### src/rtl/serial_tx.sv
// Parallel-to-serial transmitter: start bit (0), WIDTH data bits LSB first, stop bit (1),
// each bit held for CLKS_PER_BIT clocks. The line idles high and every output is registered.
module serial_tx #(
    parameter int WIDTH        = 8,
    parameter int CLKS_PER_BIT = 4
) (
    input  logic             clk,
    input  logic             reset,
    input  logic [WIDTH-1:0] data_in,
    input  logic             load,
    output logic             ready,
    output logic             busy,
    output logic             tx,
    output logic             done
);

    localparam int CW = $clog2(CLKS_PER_BIT + 1);
    localparam int BW = $clog2(WIDTH + 1);
    localparam logic [CW-1:0] CYC_LAST = CW'(CLKS_PER_BIT - 1);
    localparam logic [BW-1:0] BIT_LAST = BW'(WIDTH - 1);

    typedef enum logic [1:0] {
        IDLE,
        START,
        DATA,
        STOP
    } state_t;

    state_t           state, state_n;
    logic [CW-1:0]    cyc_cnt, cyc_cnt_n;
    logic [BW-1:0]    bit_cnt, bit_cnt_n;
    logic [WIDTH-1:0] shreg, shreg_n;
    logic             tx_n, ready_n, busy_n, done_n;

    // Next values for every register, outputs included, so nothing combinational reaches a pin.
    always_comb begin
        // NOTE: every variable gets a default first, so no path through the case leaves one unassigned and infers a latch.
        state_n   = state;
        cyc_cnt_n = cyc_cnt;
        bit_cnt_n = bit_cnt;
        shreg_n   = shreg;
        tx_n      = tx;
        ready_n   = ready;
        busy_n    = busy;
        done_n    = 1'b0;

        unique case (state)
            IDLE: begin
                tx_n    = 1'b1;
                ready_n = 1'b1;
                busy_n  = 1'b0;
                if (load && ready) begin
                    shreg_n   = data_in;
                    state_n   = START;
                    cyc_cnt_n = '0;
                    bit_cnt_n = '0;
                    tx_n      = 1'b0;
                    ready_n   = 1'b0;
                    busy_n    = 1'b1;
                end
            end
            START: begin
                if (cyc_cnt == CYC_LAST) begin
                    cyc_cnt_n = '0;
                    state_n   = DATA;
                    tx_n      = shreg[0];
                end else begin
                    cyc_cnt_n = cyc_cnt + CW'(1);
                end
            end
            DATA: begin
                if (cyc_cnt == CYC_LAST) begin
                    cyc_cnt_n = '0;
                    if (bit_cnt == BIT_LAST) begin
                        bit_cnt_n = '0;
                        state_n   = STOP;
                        tx_n      = 1'b1;
                    end else begin
                        bit_cnt_n = bit_cnt + BW'(1);
                        shreg_n   = shreg >> 1;
                        tx_n      = shreg_n[0];
                    end
                end else begin
                    cyc_cnt_n = cyc_cnt + CW'(1);
                end
            end
            STOP: begin
                if (cyc_cnt == CYC_LAST) begin
                    cyc_cnt_n = '0;
                    state_n   = IDLE;
                    ready_n   = 1'b1;
                    busy_n    = 1'b0;
                    done_n    = 1'b1;
                end else begin
                    cyc_cnt_n = cyc_cnt + CW'(1);
                end
            end
            default: state_n = IDLE;
        endcase
    end

    // NOTE: state is updated only with non-blocking assignments, so every register samples pre-edge values.
    always_ff @(posedge clk) begin
        if (reset) begin
            state   <= IDLE;
            cyc_cnt <= '0;
            bit_cnt <= '0;
            shreg   <= '0;
            tx      <= 1'b1;
            ready   <= 1'b1;
            busy    <= 1'b0;
            done    <= 1'b0;
        end else begin
            state   <= state_n;
            cyc_cnt <= cyc_cnt_n;
            bit_cnt <= bit_cnt_n;
            shreg   <= shreg_n;
            tx      <= tx_n;
            ready   <= ready_n;
            busy    <= busy_n;
            done    <= done_n;
        end
    end

endmodule

### config.mk
export PLATFORM = sky130hd
export DESIGN_NAME = serial_tx
export DESIGN_NICKNAME = d
export VERILOG_FILES = /design/src/rtl/serial_tx.sv
export SDC_FILE = /design/constraint.sdc
export NUM_CORES = 1
export LEC_CHECK = 0
export BUFFER_PORTS_ARGS = -buffer_cell sky130_fd_sc_hd__clkbuf_2
export CAP_MARGIN = 10
export CORE_ASPECT_RATIO = 1.25
export CORE_MARGIN = 2
export CORE_UTILIZATION = 50
export CTS_CLUSTER_DIAMETER = 40
export DETAILED_ROUTE_END_ITERATION = 12
export GPL_ROUTABILITY_DRIVEN = 1
export HOLD_SLACK_MARGIN = 0.1
export PLACE_DENSITY = 0.72
export RECOVER_POWER = 50
export SETUP_SLACK_MARGIN = 0.5
export SLEW_MARGIN = 20
export SYNTH_ARGS = -nofsm -noshare
export SYNTH_HDL_FRONTEND = slang
export SYNTH_SLANG_ARGS = --single-unit
export TNS_END_PERCENT = 1
### constraint.sdc
create_clock -name clk -period 1.74 [get_ports clk]
set_input_delay 0.348 -clock clk [delete_from_list [all_inputs] [get_ports clk]]
set_output_delay 0.348 -clock clk [all_outputs]
set_load 0.01 [all_outputs]
## Word-level counts from Yosys, hierarchy flattened

Index checks and enable logic that the tools add are counted.

- Register bits after elaboration: 21
- Input bits: 11
- Output and inout bits: 4
- Word-level logic and storage cells: 62

- $add $sub $neg: 2
- Eq/ne operators: 11
- Mux-type cells: 28
- Bitwise operators: 1
- Reduce and logical (&&, ||, !) cells: 12

Operators with widths:

| cell | number |
|---|---|
| 8-bit two-way mux | 3 |
| 8-bit one-hot mux with 2 select lines | 1 |
| 4-bit two-way mux | 3 |
| 2-bit inequality test (second input constant) | 6 |
| 2-bit two-way mux | 5 |
| 1-bit two-way mux | 8 |
| 2-bit one-hot mux with 4 select lines | 1 |
| 4-bit one-hot mux with 2 select lines | 1 |
| 3-bit two-way mux | 2 |
| 3-bit one-hot mux with 2 select lines | 1 |
| 3-bit AND reduction | 2 |
| 5-bit AND reduction | 1 |
| 4-bit by 1-bit adder with 4-bit output (second input constant) | 1 |
| 2-bit == test (second input constant) | 2 |
| 4-bit by 3-bit == test with 1-bit output (second input constant) | 1 |
| 1-bit one-hot mux with 2 select lines | 2 |
| 4-bit AND reduction | 1 |
| 2-bit nonzero test | 2 |
| 3-bit by 1-bit adder with 3-bit output (second input constant) | 1 |
| 3-bit by 2-bit == test with 1-bit output (second input constant) | 1 |
| 1-bit one-hot mux with 3 select lines | 1 |
| 3-bit nonzero test | 1 |
| 3-bit OR reduction | 1 |
| 2-bit by 1-bit == test with 1-bit output (second input constant) | 1 |
| 5 further kinds | 5 |

## Logic depth before layout (Yosys ltp)

- Depth in word-level cells: 4
- Mapped depth: 8
- Depth with buffers taken out: 6

## Least setup slack after synthesis

Ideal clock, no wire load.

- Path kind: register -> register
- Start: reg state[0]
- End: reg bit_cnt[3]
- Library setup time: 0.071 ns
- Arrival time: 1.780 ns
- Data required time: 1.669 ns
- Slack: -0.111 ns
- Stages on the path, launching flop included: 7
- Buffers on the path: 0
- Clock period less this slack: 1.851 ns
- Cell sequence: dfxtp_1 -> inv_1 -> ha_1 -> a21boi_4 -> a211o_4 -> or4_1 -> a21oi_1

- Cells in the longest elaborated chain, start to end: 3
- Elaborated cells on any way between the ends: 7
- Those cells by class: 3 x eq/ne; 1 x mux; 3 x reduce/logical

Ends and longest elaborated chain:

| element | line | text |
|---|---|---|
| start, declared | 29 | `state_t state, state_n;` |
| start signal, assigned | 114 | `state <= state_n;` |
| 2-bit == test or 2-bit logical NOT (tied branches) | 47 | `unique case (state)` |
| 2-bit inequality test (no line) or 2-bit nonzero test (tied branches) | n/a |  |
| 3-bit AND reduction (no line) | n/a |  |
| end signal, assigned | 116 | `bit_cnt <= bit_cnt_n;` |
| end, declared | 31 | `logic [BW-1:0] bit_cnt, bit_cnt_n;` |

Several ways; a longest one is shown, not always the timed one.
A chain may end at the register's enable or synchronous reset.

## Worst setup path in the final report

- Start: reg state[1]
- End: reg shreg[1]

- Cells in the longest elaborated chain, start to end: 3
- Elaborated cells on any way between the ends: 8
- Those cells by class: 4 x eq/ne; 1 x mux; 3 x reduce/logical

Ends and longest elaborated chain:

| element | line | text |
|---|---|---|
| 2-bit == test or 2-bit logical NOT (tied branches) | 47 |  |
| 2-bit inequality test (no line) or 2-bit nonzero test (tied branches) | n/a |  |
| 4-bit AND reduction (no line) | n/a |  |
| end signal, assigned | 117 | `shreg <= shreg_n;` |
| end, declared | 32 | `logic [WIDTH-1:0] shreg, shreg_n;` |

Several ways; a longest one is shown, not always the timed one.

==> results.md <==
- Clk_lat worst skew: 0.31 ns
- Multi-input logic area: 780.7 um^2
- Initial Utilization: 52.06%
- Fin. Hold Viols: 0
- Drt drc: 0
- Asr flop ratio synth: 0%
- Initial antenna violation count: 0
- Clk buf depth: 2
- Pwr Total: 2.870 mW
- Final core utilization: 70.19%
- Final Skew: 0.002411 ns
- Most frequent cells in the layout: dfxtp_1, buf_4, nor2_1, clkbuf_2, mux2i_1
- Routed wire length: 2519 um
- Total gr overflow: 0
- Dpl hpwl: 1525 um
- Number of I/O port buffers: 14
- Critical Path Slowest Stage Cell: dfxtp_4
- Final period util: 97.81%
- Pre-CTS setup slack: 0.01184 ns
- DRT iter0 DRCs: 19
- H-tree levels: 1
- Hold buffers post-CTS: 0
- Clock Pin Slew Worst Setup and Hold Paths: 0.12 ns
- Max-Cap Viols: 0
- Area contributors post-synth: dfxtp_1, ha_1, mux2i_1
- IR drop worst, VDD: 0.001280 V
- Commonest non-fill, non-tap cell in the layout: dfxtp_1
- Die height: 57.35 um
- P&R area growth vs syn: 34.83%
- Sequential area share after synthesis: 36.92%
- CTS buffer count: 3
- Synthesized cell area: 1139 um^2
- Sink Count: 21
- Worst path top cell family by delay: compound AO/OA/AOI/OAI gates
- DR pass1 iterations: 4
- Synth Instances: 119
- Fmax: 0.5876 GHz
- Nets: 170
- Crit path required time: 1.98 ns
- RePlAce Congestion: 0.7649
- All-Layer GR Usage: 21.13%
- CP Buf/Inv Count: 3
- Max-slew violations: 0
- Crit path arrival time: 1.94 ns
- Full die area: 2677 um^2
- First-pass GRT wire length: 4091 um
- Placement row count: 19
- IO Pins: 15
- Via Count: 991
- Synth Warn #: 0
- Crit path time final: 1.702 ns
- PD cells: 1869 nW/um^2
- Fill count: 175
- Ant. Diodes: 0
- Final instance area: 1535 um^2
- Number of global-route vias before repair: 929
- Largest net degree at the start of global routing: 23
- Worst stage delay on the critical path: 0.39 ns
- Largest area contributor in the netlist: dfxtp_1
- Share of cells above drive strength 1: 44.00%
- Area of the core: 2187 um^2
- Crit path cell chain: inv_4 > ha_4 > a21boi_4 > a2111oi_4 > buf_12 > buf_8 > nor2_4 > a211oi_2
- Placement Cell Area: 1296 um^2
- #FFs+latches synth: 21
- Post-DR wirelength/cell: 13.92 um
- Worst setup margin: 0.03802 ns
- CTS tree: done
- EDFF count, synth: 0
- Least-Margin Pin Slew: 0.4913 ns
- Syn Nets: 138
- CP Max Fanout: 6
- Via density: 5.475
- Kind of end point of the critical path: register
- Share of Yosys cell area claimed by the top area cell type: 36.92%
- Outcome: complete, no violations
- Hold Path Class: in2reg
- P_leak: 0.5967 nW
- Final Setup Violations: 0
- Avg Synthesized Cell Area: 9.568 um^2
- Synth cell types: 38
- DIE WIDTH: 46.68 um
- Relative max-transition margin: 67.25%
- Root buffer cell: clkbuf_4
- CP startpoint kind: register
- RSZ-0062 raised after global routing: true
- CP Class: reg2reg
- Register area: 432.9 um^2
- Post-synth top flop: dfxtp_1
- Antenna Violating Nets Remaining: 0
## flip-flops by register name, indices dropped and copies added (netlist names)
signal,flops
shreg,8
state,2
ready,1
done,1
tx,1
bit_cnt,4
busy,1
cyc_cnt,3
## through the flow
step                      hold slack [ns]  cells  setup TNS (ns)
after floorplan                    0.4459    119               0
after global placement             0.4479    161               0
after detailed placement           0.4458    161               0
after CTS                          0.3165    176       -0.002742
after global routing               0.3115    181         -0.2090
final                              0.3296    181               0
## layout make-up
type	count	area share, %
Clock buffer	4	1.711
Inverter	3	1.222
Multi-Input combinational cell	90	50.86
Sequential cell	21	28.20
Tap cell	31	2.526
Timing Repair Buffer	32	15.48
## metal layers
metal,global-route usage [%],vias to the layer above,share of wire (%)
li1,-,496,-
met1,25.89,469,44
met2,34.92,22,52
met3,2.848,4,2.6
met4,10.71,0,1.7
met5,0,-,0
## power by group
group	internal [mW]	leakage, nW	switching (mW)
Combinational	1.03	0.408	0.861
Clock	0.0895	0.0150	0.153
Sequential	0.630	0.174	0.108
## path summary, 6_finish.rpt
kind	startpoint	to	slack [ns]	cells after the start
worst max-delay path	state[1]	shreg[1]	0.04	8
worst min-delay path	data_in[7]	shreg[7]	0.33	3
worst max register to register	state[1]	shreg[1]	0.04	8
worst min register to register	busy	busy	0.46	2
## synth_stat cells, drive strengths merged, types with 3 or more instances
library cell  number
buf                3
inv                3
nand2b             3
a21oi              8
nor2              16
nor2b              4
a211oi             8
nand2              4
dfxtp             21
mux2i              9
o21ai              3
ha                 8
## timing repair
| item | CTS | global route |
|---|---|---|
| resized for setup | 20 | 6 |
| setup endpoints to repair | 21 | 21 |
| buffers inserted | 11 | 5 |
| pin swaps | 14 | 4 |
## tightest hold or removal path: stages
cell	delay [ns]
clkbuf_2	0.09
nand4b_1	0.10
a21oi_1	0.07
## cell families after synthesis
group | Yosys count | share of synthesized area (%)
AO/OA/AOI/OAI | 30 | 21.65
adder cells (fa/ha/maj) | 8 | 8.792
buffers and inverters | 8 | 3.956
flip-flops | 21 | 36.92
multiplexers | 9 | 7.912
AND/OR/NAND/NOR | 43 | 20.77
No activity file was read; power rests on OpenSTA's default activity.
